### config.mk
export PLATFORM = sky130hd
export DESIGN_NAME = mmio_frame_sync
export DESIGN_NICKNAME = d
export VERILOG_FILES = /design/src/rtl/mmio_pkg.sv /design/src/rtl/controller_poller.sv /design/src/rtl/mmio_frame_sync.sv
export SDC_FILE = /design/constraint.sdc
export NUM_CORES = 1
export LEC_CHECK = 0
export CORE_UTILIZATION = 51
export CTS_BUF_LIST = sky130_fd_sc_hd__clkbuf_4 sky130_fd_sc_hd__clkbuf_8
export CTS_CLUSTER_DIAMETER = 40
export DETAILED_ROUTE_END_ITERATION = 8
export PLACE_DENSITY = 0.76
export SETUP_SLACK_MARGIN = 0.2
export SLEW_MARGIN = 20
export SYNTH_ARGS = -nofsm -noshare
export SYNTH_HDL_FRONTEND = slang
export SYNTH_HIERARCHICAL = 1
export SYNTH_SLANG_ARGS = --single-unit
### constraint.sdc
create_clock -name clock -period 3.4 [get_ports clock]
set_input_delay 0.51 -clock clock [delete_from_list [all_inputs] [get_ports clock]]
set_output_delay 0.51 -clock clock [all_outputs]
set_load 0.005 [all_outputs]
### src/rtl/mmio_pkg.sv
// mmio_pkg: IO region offsets, status bit positions and poller states shared by mmio_frame_sync
package mmio_pkg;
   localparam logic [11:0] CTRL_BASE   = 12'h000;
   localparam logic [11:0] PVGA_BASE   = 12'h040;
   localparam logic [11:0] STAGE_BASE  = 12'h080;
   localparam logic [11:0] STATUS_ADDR = 12'h0C0;
   localparam logic [11:0] FRAME_ADDR  = 12'h0C1;
   localparam int STAT_PENDING = 0;
   localparam int STAT_FLAG    = 1;
   typedef enum logic [2:0] {IDLE, LATCH, SAMPLE, CLK_LO, CLK_HI, DONE} poll_state_e;
endpackage

### src/rtl/controller_poller.sv
// controller_poller: serial SNES-style poller; latches all controllers, shifts CTRL_BITS bits, commits atomically
module controller_poller import mmio_pkg::*; #(
   parameter int NUM_PLAYERS = 2,
   parameter int CTRL_BITS   = 16,
   parameter int HALF        = 300
) (
   input  logic                             clock,
   input  logic                             reset,
   input  logic                             start,
   input  logic [NUM_PLAYERS-1:0]           ctrl_data,
   output logic                             ctrl_latch,
   output logic                             ctrl_clk,
   output logic [NUM_PLAYERS*CTRL_BITS-1:0] ctrl_state
);
   localparam int CW = $clog2(2*HALF+1);
   localparam int IW = CTRL_BITS > 1 ? $clog2(CTRL_BITS) : 1;
   poll_state_e state, state_n;
   logic [CW-1:0] cnt;
   logic [IW-1:0] idx;
   logic [NUM_PLAYERS-1:0][CTRL_BITS-1:0] shadow;
   always_ff @(posedge clock) begin
      if (reset) begin
         state      <= IDLE;
         cnt        <= '0;
         idx        <= '0;
         shadow     <= '0;
         ctrl_state <= '0;
      end else begin
         state <= state_n;
         cnt   <= (state_n != state) ? '0 : cnt + 1'b1;
         if (state == LATCH) idx <= '0;
         if (state == CLK_HI && state_n == SAMPLE) idx <= idx + 1'b1;
         if (state == SAMPLE)
            for (int p = 0; p < NUM_PLAYERS; p++) shadow[p][idx] <= ~ctrl_data[p];
         if (state == DONE) ctrl_state <= shadow;
      end
   end
   always_comb begin
      state_n = state;
      case (state)
         IDLE:    state_n = start ? LATCH : IDLE;
         LATCH:   state_n = (cnt == CW'(2*HALF-1)) ? SAMPLE : LATCH;
         SAMPLE:  state_n = (idx == IW'(CTRL_BITS-1)) ? DONE : CLK_LO;
         CLK_LO:  state_n = (cnt == CW'(HALF-1)) ? CLK_HI : CLK_LO;
         CLK_HI:  state_n = (cnt == CW'(HALF-1)) ? SAMPLE : CLK_HI;
         default: state_n = IDLE;
      endcase
   end
   always_comb begin
      ctrl_latch = state == LATCH;
      ctrl_clk   = state != CLK_LO;
   end
endmodule

### src/rtl/mmio_frame_sync.sv
// mmio_frame_sync: RAM/IO decode, double-buffered VGA descriptors committed on vsync, frame counter
module mmio_frame_sync import mmio_pkg::*; #(
   parameter int NUM_PLAYERS = 2,
   parameter int CTRL_BITS   = 16,
   parameter int HALF        = 300,
   parameter int VGA_W       = 64
) (
   input  logic                         clock,
   input  logic                         reset,
   input  logic [12:0]                  address,
   input  logic [31:0]                  data_in,
   input  logic                         wren,
   output logic [31:0]                  data_out,
   output logic                         ram_wren,
   input  logic [31:0]                  ram_q,
   input  logic                         vga_vs,
   output logic                         ctrl_latch,
   output logic                         ctrl_clk,
   input  logic [NUM_PLAYERS-1:0]       ctrl_data,
   output logic [NUM_PLAYERS*VGA_W-1:0] p_vga,
   output logic [VGA_W-1:0]             stage_vga
);
   logic [11:0] addr;
   logic io_sel, io_sel_q, io_wr, stat_wr, vsync_rise, commit;
   logic pending, flag, vs1, vs2, vs3;
   logic [31:0] io_rd, io_rd_q, frame_cnt;
   logic [NUM_PLAYERS-1:0][VGA_W-1:0] p_shadow;
   logic [VGA_W-1:0] s_shadow;
   logic [NUM_PLAYERS*CTRL_BITS-1:0] ctrl_state;
   assign addr       = address[11:0];
   assign io_sel     = address[12];
   assign io_wr      = wren & io_sel;
   assign ram_wren   = wren & ~io_sel;
   assign stat_wr    = io_wr && addr == STATUS_ADDR;
   assign vsync_rise = vs2 & ~vs3;
   assign commit     = vsync_rise & (pending | (stat_wr & data_in[STAT_PENDING]));
   assign data_out   = io_sel_q ? io_rd_q : ram_q;
   controller_poller #(.NUM_PLAYERS(NUM_PLAYERS), .CTRL_BITS(CTRL_BITS), .HALF(HALF)) u_poller (
      .clock(clock), .reset(reset), .start(vsync_rise), .ctrl_data(ctrl_data),
      .ctrl_latch(ctrl_latch), .ctrl_clk(ctrl_clk), .ctrl_state(ctrl_state)
   );
   always_comb begin
      io_rd = '0;
      for (int p = 0; p < NUM_PLAYERS; p++) begin
         if (addr == CTRL_BASE + 12'(p)) io_rd = 32'(ctrl_state[p*CTRL_BITS +: CTRL_BITS]);
         if (addr == PVGA_BASE + 12'(2*p)) io_rd = p_shadow[p][31:0];
         if (addr == PVGA_BASE + 12'(2*p+1)) io_rd = 32'(p_shadow[p] >> 32);
      end
      if (addr == STAGE_BASE) io_rd = s_shadow[31:0];
      if (addr == STAGE_BASE + 12'd1) io_rd = 32'(s_shadow >> 32);
      if (addr == STATUS_ADDR) io_rd = 32'({flag, pending});
      if (addr == FRAME_ADDR) io_rd = frame_cnt;
   end
   always_ff @(posedge clock) begin
      if (reset) begin
         {vs1, vs2, vs3} <= '0;
         io_sel_q  <= 1'b1;
         io_rd_q   <= '0;
         p_shadow  <= '0;
         s_shadow  <= '0;
         p_vga     <= '0;
         stage_vga <= '0;
         pending   <= 1'b0;
         flag      <= 1'b0;
         frame_cnt <= '0;
      end else begin
         {vs1, vs2, vs3} <= {vga_vs, vs1, vs2};
         io_sel_q <= io_sel;
         io_rd_q  <= io_rd;
         for (int p = 0; p < NUM_PLAYERS; p++) begin
            if (io_wr && addr == PVGA_BASE + 12'(2*p)) p_shadow[p][31:0] <= data_in;
            if (io_wr && addr == PVGA_BASE + 12'(2*p+1)) p_shadow[p][VGA_W-1:32] <= data_in[VGA_W-33:0];
         end
         if (io_wr && addr == STAGE_BASE) s_shadow[31:0] <= data_in;
         if (io_wr && addr == STAGE_BASE + 12'd1) s_shadow[VGA_W-1:32] <= data_in[VGA_W-33:0];
         // shadows copy their pre-edge value, so a same-cycle shadow write waits for the next commit
         if (commit) begin
            p_vga     <= p_shadow;
            stage_vga <= s_shadow;
         end
         pending   <= commit ? 1'b0 : (stat_wr && data_in[STAT_PENDING]) ? 1'b1 : pending;
         flag      <= vsync_rise | (flag & ~(stat_wr & data_in[STAT_FLAG]));
         frame_cnt <= frame_cnt + 32'(vsync_rise);
      end
   end
endmodule

==> impl_metrics.json, run 1 <==
{
  "run_status": "complete, but fails checks",
  "violations": "DRC",
  "syn-num-nets": 2794,
  "crit_buf_inv": 3,
  "relSlewSlack": 0.4366,
  "power_uw": 13050,
  "dieWidth_um": 207.1,
  "drive_above_1_share": 0.1089,
  "cp-startpoint": "u_poller/state[0]",
  "synth-warning-count": 6,
  "port_buffers": 309,
  "min_from": "reset",
  "cts-root-buf": "clkbuf_8",
  "crit_top_cell": "inv_1",
  "finalSetupViolCount": 0,
  "ant_nets": 0,
  "fin_area_um2": 27130,
  "avgSynthCellArea_um2": 7.932,
  "areaGrowthSynthToFinish_pct": 26.49,
  "clk_path_buf_depth": 3,
  "cpMaxStageDelayCell": "dfxtp_1",
  "grt_usage": 0.3253,
  "grt_pass1_wl_mm": 111.0,
  "routed_wl_mm": 71.50,
  "final_common_cell": "nand2_1",
  "ctsHoldBuffers": 0,
  "layout_common_cells": "861 x nand2_1, 535 x dfxtp_1, 446 x a21oi_1, 306 x clkdlybuf4s50_1, 132 x nor2_1",
  "cts_num_sinks": 535,
  "cp-end-kind": "primary output",
  "synth.distinct_cells": 73,
  "synthArstFlopShare": 0,
  "coreArea_um2": 41110,
  "numCtsBuffers": 89,
  "skew_ns": 0.02617,
  "avgRoutedWirePerCell_um": 19.97,
  "vias": 20920,
  "cts_tree": "done",
  "final_util": 0.6599,
  "fmax_ghz": 0.3351,
  "synth_edf_count": 0,
  "power_density_nw_per_um2": 481.2,
  "fin_crit_sh": 0.8776,
  "worstPathMaxFanout": 11,
  "htree_levels": 3,
  "grt_pass1_vias": 20040,
  "overflow": 0,
  "timing.rr.start": "vs2",
  "rsz0062_at_grt": "false",
  "min_period_ns": 2.984,
  "first_pass_iters": 9,
  "setup_tns_ns": 0,
  "tightest_slew_ns": 0.8451,
  "fin_nets": 3069,
  "drv_slew": 0,
  "cellLeakagePower_uw": 0.008897,
  "die_y_um": 207.1,
  "max_stage_delay_ns": 0.55,
  "hpwlAfterDp_mm": 49.67,
  "crit_family": "buffers and inverters",
  "placed_area_um2": 25130,
  "crit_type": "reg2out",
  "initial_utilization": 0.5217,
  "row_count": 74,
  "syn_area_um2": 21450,
  "hp-class": "in2reg",
  "cp.required_ns": 2.89,
  "maxCapViolations": 0,
  "startpoint_type": "register",
  "viasPerCell": 5.841,
  "worstPathArrival_ns": 2.47,
  "synth_seq_cells": 535,
  "io_pins": 310,
  "fin_ws_ns": 0.4162,
  "cp_cell_sequence": "inv_1 > or3_1 > inv_1 > clkdlybuf4s50_1",
  "cts_setup_buffers": 0,
  "hold_violations": 0,
  "grt_max_degree": 134,
  "dp_slack_ns": 0.2061,
  "synth-seq-area-share": 0.4994,
  "n_antenna_cell": 0,
  "finalWeightedCongestion": 1.003,
  "drt_iter0_drc": 2312,
  "peakVddDrop_mv": 0.2947,
  "cts.repair.resized": 0,
  "clkLatencyLatePin_ns": 0.66,
  "synthCells": 2704,
  "die_area_um2": 42880,
  "clkTransAtPathRegs_ns": 0.06,
  "synth_flop_cell": "dfxtp_1",
  "drc_errors": 21,
  "antenna_found_initial": 4
}
metal layers:
layer,vias to the layer above,track usage,routed length [um]
li1,9737,-,-
met1,9893,0.4048,28100
met2,1067,0.5356,33590
met3,215,0.05428,5947
met4,4,0.1848,3830
met5,-,0,30
registers in the layout, summed over array words and instances, names as in the netlist:
| register | cells |
|---|---|
| p_vga | 128 |
| s_shadow | 64 |
| u_poller/state | 3 |
| flag | 1 |
| frame_cnt | 32 |
| stage_vga | 64 |
| vs3 | 1 |
| pending | 1 |
| io_rd_q | 32 |
| vs2 | 1 |
| p_shadow | 128 |
| u_poller/idx | 4 |
| u_poller/cnt | 10 |
| u_poller/ctrl_state | 32 |
| vs1 | 1 |
| u_poller/shadow | 32 |
| io_sel_q | 1 |
final timing paths:
check	endpoint	cells after the start	slack [ns]
worst min-delay path	p_vga[71]	2	0.35
worst min register to register	vs2	1	0.44
worst max-delay path	ctrl_latch	4	0.42
worst max register to register	frame_cnt[26]	8	0.50
synthesized netlist by cell type (6+ instances only):
cell	instances	share of area
buf_1	12	0.0021
nor2b_1	12	0.0035
or4_1	8	0.0028
xnor2_1	15	0.0061
inv_1	22	0.0039
a31oi_1	18	0.0053
a21o_1	7	0.0025
nand2b_1	9	0.0026
nand3b_1	7	0.0025
a21oi_1	446	0.10
a221oi_1	8	0.0033
dfxtp_1	535	0.50
o211ai_1	7	0.0025
buf_2	42	0.0098
ha_1	7	0.0041
nor3_1	42	0.0098
o22ai_1	21	0.0061
a211oi_1	34	0.012
o21ai_0	35	0.0082
nor2_1	133	0.023
a222oi_1	6	0.0028
clkbuf_1	143	0.025
a2111oi_0	7	0.0029
nand2_1	861	0.15
nand2_2	18	0.0053
nand4_1	12	0.0035
nor4_1	27	0.0079
mux2_2	49	0.026
nand3_1	32	0.0075
o221ai_1	22	0.0090
xor2_1	16	0.0065
or3_1	8	0.0023
stage by stage:
stage | hold WS (ns) | std cells
finish | 0.3519 | 3581
global route | 0.3904 | 3581
CTS | 0.3536 | 3581
detailed placement | 0.4426 | 3420
global placement | 0.4347 | 3420
floorplan | 0.4138 | 2704
layout make-up:
cell class                 instances  area [um^2]
clock buffer                     133         1699
clock inverter                    28        297.8
fill                            3423        13980
inverter                          23        86.33
multi-input combinational       1943         9833
sequential                       535        10710
tap                              532        665.6
timing repair buffer             387         3836
cell families after synthesis:
| group | share of synthesized area |
|---|---|
| simple gates | 0.2419 |
| compound gates | 0.1707 |
| flops | 0.4994 |
| buf+inv | 0.04358 |
| mux | 0.02771 |
| xor+xnor | 0.01266 |
| fa+ha+maj | 0.004084 |
worst reg2reg max path: cells and delay by family (launching register included):
kind                     cells  cell delay [ns]
AND/OR/NAND/NOR              6             1.94
adder cells (fa/ha/maj)      2             0.56
flip-flops                   1             0.34
power breakdown:
| group | internal (uW) | leakage (uW) | switching, uW | total [uW] |
|---|---|---|---|---|
| clock network | 3600 | 0.00104 | 2640 | 6230 |
| registers | 6280 | 0.00431 | 9.02 | 6290 |
| logic | 199 | 0.00355 | 336 | 535 |
Note: power is estimated with default switching activity, not from simulation.
==> inputs of run 2 (changes only) <==
CORE_MARGIN = 2   (was default)
==> run 2 against run 1 <==
Effect of this change: the run now ends clean; clock skew shrank 0.0073 ns; worst hold slack worse by 0.059 ns; combinational power grew 2%; register-to-register slack better by 0.22 ns; power shrank 2.6%; largest power group unchanged; routed wire length is 0.65% higher; first-iteration DRC count is 8.2% lower; highest routed layer is now met4.
==> impl_metrics.json, run 2 (synthesized netlist as in run 1, its figures left out) <==
{
  "run_status": "finished, final reports clean",
  "maxCapViolations": 0,
  "worstPathArrival_ns": 2.48,
  "hold_ws_ns": 0.2927,
  "row_count": 75,
  "routed_wl_mm": 71.97,
  "vias": 20710,
  "cts_num_sinks": 535,
  "hp-class": "in2reg",
  "htree_levels": 3,
  "overflow": 0,
  "ctsHoldBuffers": 0,
  "clkTransAtPathRegs_ns": 0.06,
  "fin_nets": 3071,
  "multiInputGateArea_um2": 9833,
  "cp-end-kind": "primary output",
  "fmax_ghz": 0.3348,
  "avgRoutedWirePerCell_um": 20.09,
  "die_area_um2": 43710,
  "fin_ws_ns": 0.4133,
  "initial_utilization": 0.5136,
  "cts_setup_buffers": 0,
  "coreArea_um2": 41760,
  "reg_top3": "p_shadow (128), p_vga (128)",
  "drive_above_1_share": 0.1071,
  "cts_tree": "done",
  "grt_max_degree": 170,
  "grt_pass1_vias": 19590,
  "ant_nets": 0,
  "first_pass_iters": 6,
  "power_uw": 12710,
  "rsz0062_at_grt": "false",
  "min_period_ns": 2.987,
  "hpwlAfterDp_mm": 50.37,
  "power_density_nw_per_um2": 471.0,
  "n_antenna_cell": 0,
  "cp.required_ns": 2.89,
  "dieWidth_um": 209.1,
  "final_common_cell": "nand2_1",
  "layout_common_cells": "861 x nand2_1, 535 x dfxtp_1, 446 x a21oi_1, 306 x clkdlybuf4s50_1, 132 x nor2_1",
  "grt_usage": 0.3204,
  "die_y_um": 209.1,
  "cts-root-buf": "clkbuf_8",
  "areaGrowthSynthToFinish_pct": 25.87,
  "finalWeightedCongestion": 0.9583,
  "hold_violations": 0,
  "grt_pass1_wl_mm": 110.1,
  "clkLatencyLatePin_ns": 0.66,
  "finalSetupViolCount": 0,
  "startpoint_type": "register",
  "crit_type": "reg2out",
  "skew_ns": 0.01885,
  "seq_area_um2": 10710,
  "viasPerCell": 5.781,
  "worstPathMaxFanout": 11,
  "drc_errors": 0,
  "antenna_found_initial": 0,
  "drv_slew": 0,
  "worst-r2r-cell-count": 9,
  "io_pins": 310,
  "cellLeakagePower_uw": 0.008857,
  "cts.repair.resized": 0,
  "tightest_slew_ns": 1.099,
  "port_buffers": 309,
  "dp_slack_ns": -0.1032,
  "clk_path_buf_depth": 3,
  "fin_crit_sh": 0.8784,
  "peakVddDrop_mv": 0.3738,
  "fill_cells": 3612,
  "hold_depth": 2,
  "relSlewSlack": 0.2608,
  "numCtsBuffers": 89,
  "drt_iter0_drc": 2123
}
==> run 2: cell types whose count changed in the layout (fill, tap and decap cells not counted), sizes merged <==
| cell | previous run | this run |
|---|---|---|
| clkbuf | 133 | 138 |
| clkinv | 15 | 9 |
| inv | 24 | 25 |
| bufinv | 5 | 2 |
| buf | 81 | 83 |
| clkinvlp | 7 | 2 |
==> run 2: final cells by class <==
type	count	share of cell area
flip-flops and latches	535	0.3967
well taps	539	0.02498
inverters	23	0.003198
multi-input cells	1943	0.3642
clock inverters	15	0.005469
clock buffers	138	0.06271
repair buffers	389	0.1427
==> run 2: path summary, 6_finish.rpt <==
path                     startpoint       endpoint  slack, ns
setup / recovery  u_poller/state[0]     ctrl_latch       0.41
hold / removal                reset   p_shadow[70]       0.29
setup reg to reg                vs2  frame_cnt[26]       0.72
hold reg to reg                 vs1            vs2       0.44
==> run 2: power breakdown <==
| part | switching (uW) | total (uW) | internal (uW) | leakage (uW) |
|---|---|---|---|---|
| Combinational | 341 | 546 | 205 | 0.00357 |
| Sequential | 9.75 | 6290 | 6280 | 0.00431 |
| Clock | 2570 | 5880 | 3310 | 0.000982 |
| Total | 2920 | 12700 | 9790 | 0.00886 |
==> run 2: stage by stage <==
step	setup TNS (ns)	instances	util	area, um^2
after floorplan	0	2704	-	21450
after global placement	-0.1329	3429	0.6024	25160
after detailed placement	-0.3223	3429	0.6024	25160
after CTS	0	3582	0.6465	27000
after global routing	0	3582	0.6465	27000
final	0	3582	0.6465	27000
==> run 2: worst max-delay path, cell delays in order, from the launching register on <==
cell and delay, ns:
dfxtp_1 0.54, inv_1 0.20, or3_1 0.48, inv_1 0.10
clkdlybuf4s50_1 0.50
==> run 2: routing by layer <==
metal / global-route usage / up-vias / share of wire
li1: - / 9740 / -
met1: 0.4043 / 9808 / 0.40
met2: 0.5394 / 979 / 0.48
met3: 0.04989 / 182 / 0.071
met4: 0.1505 / 0 / 0.044
met5: 0 / - / 0
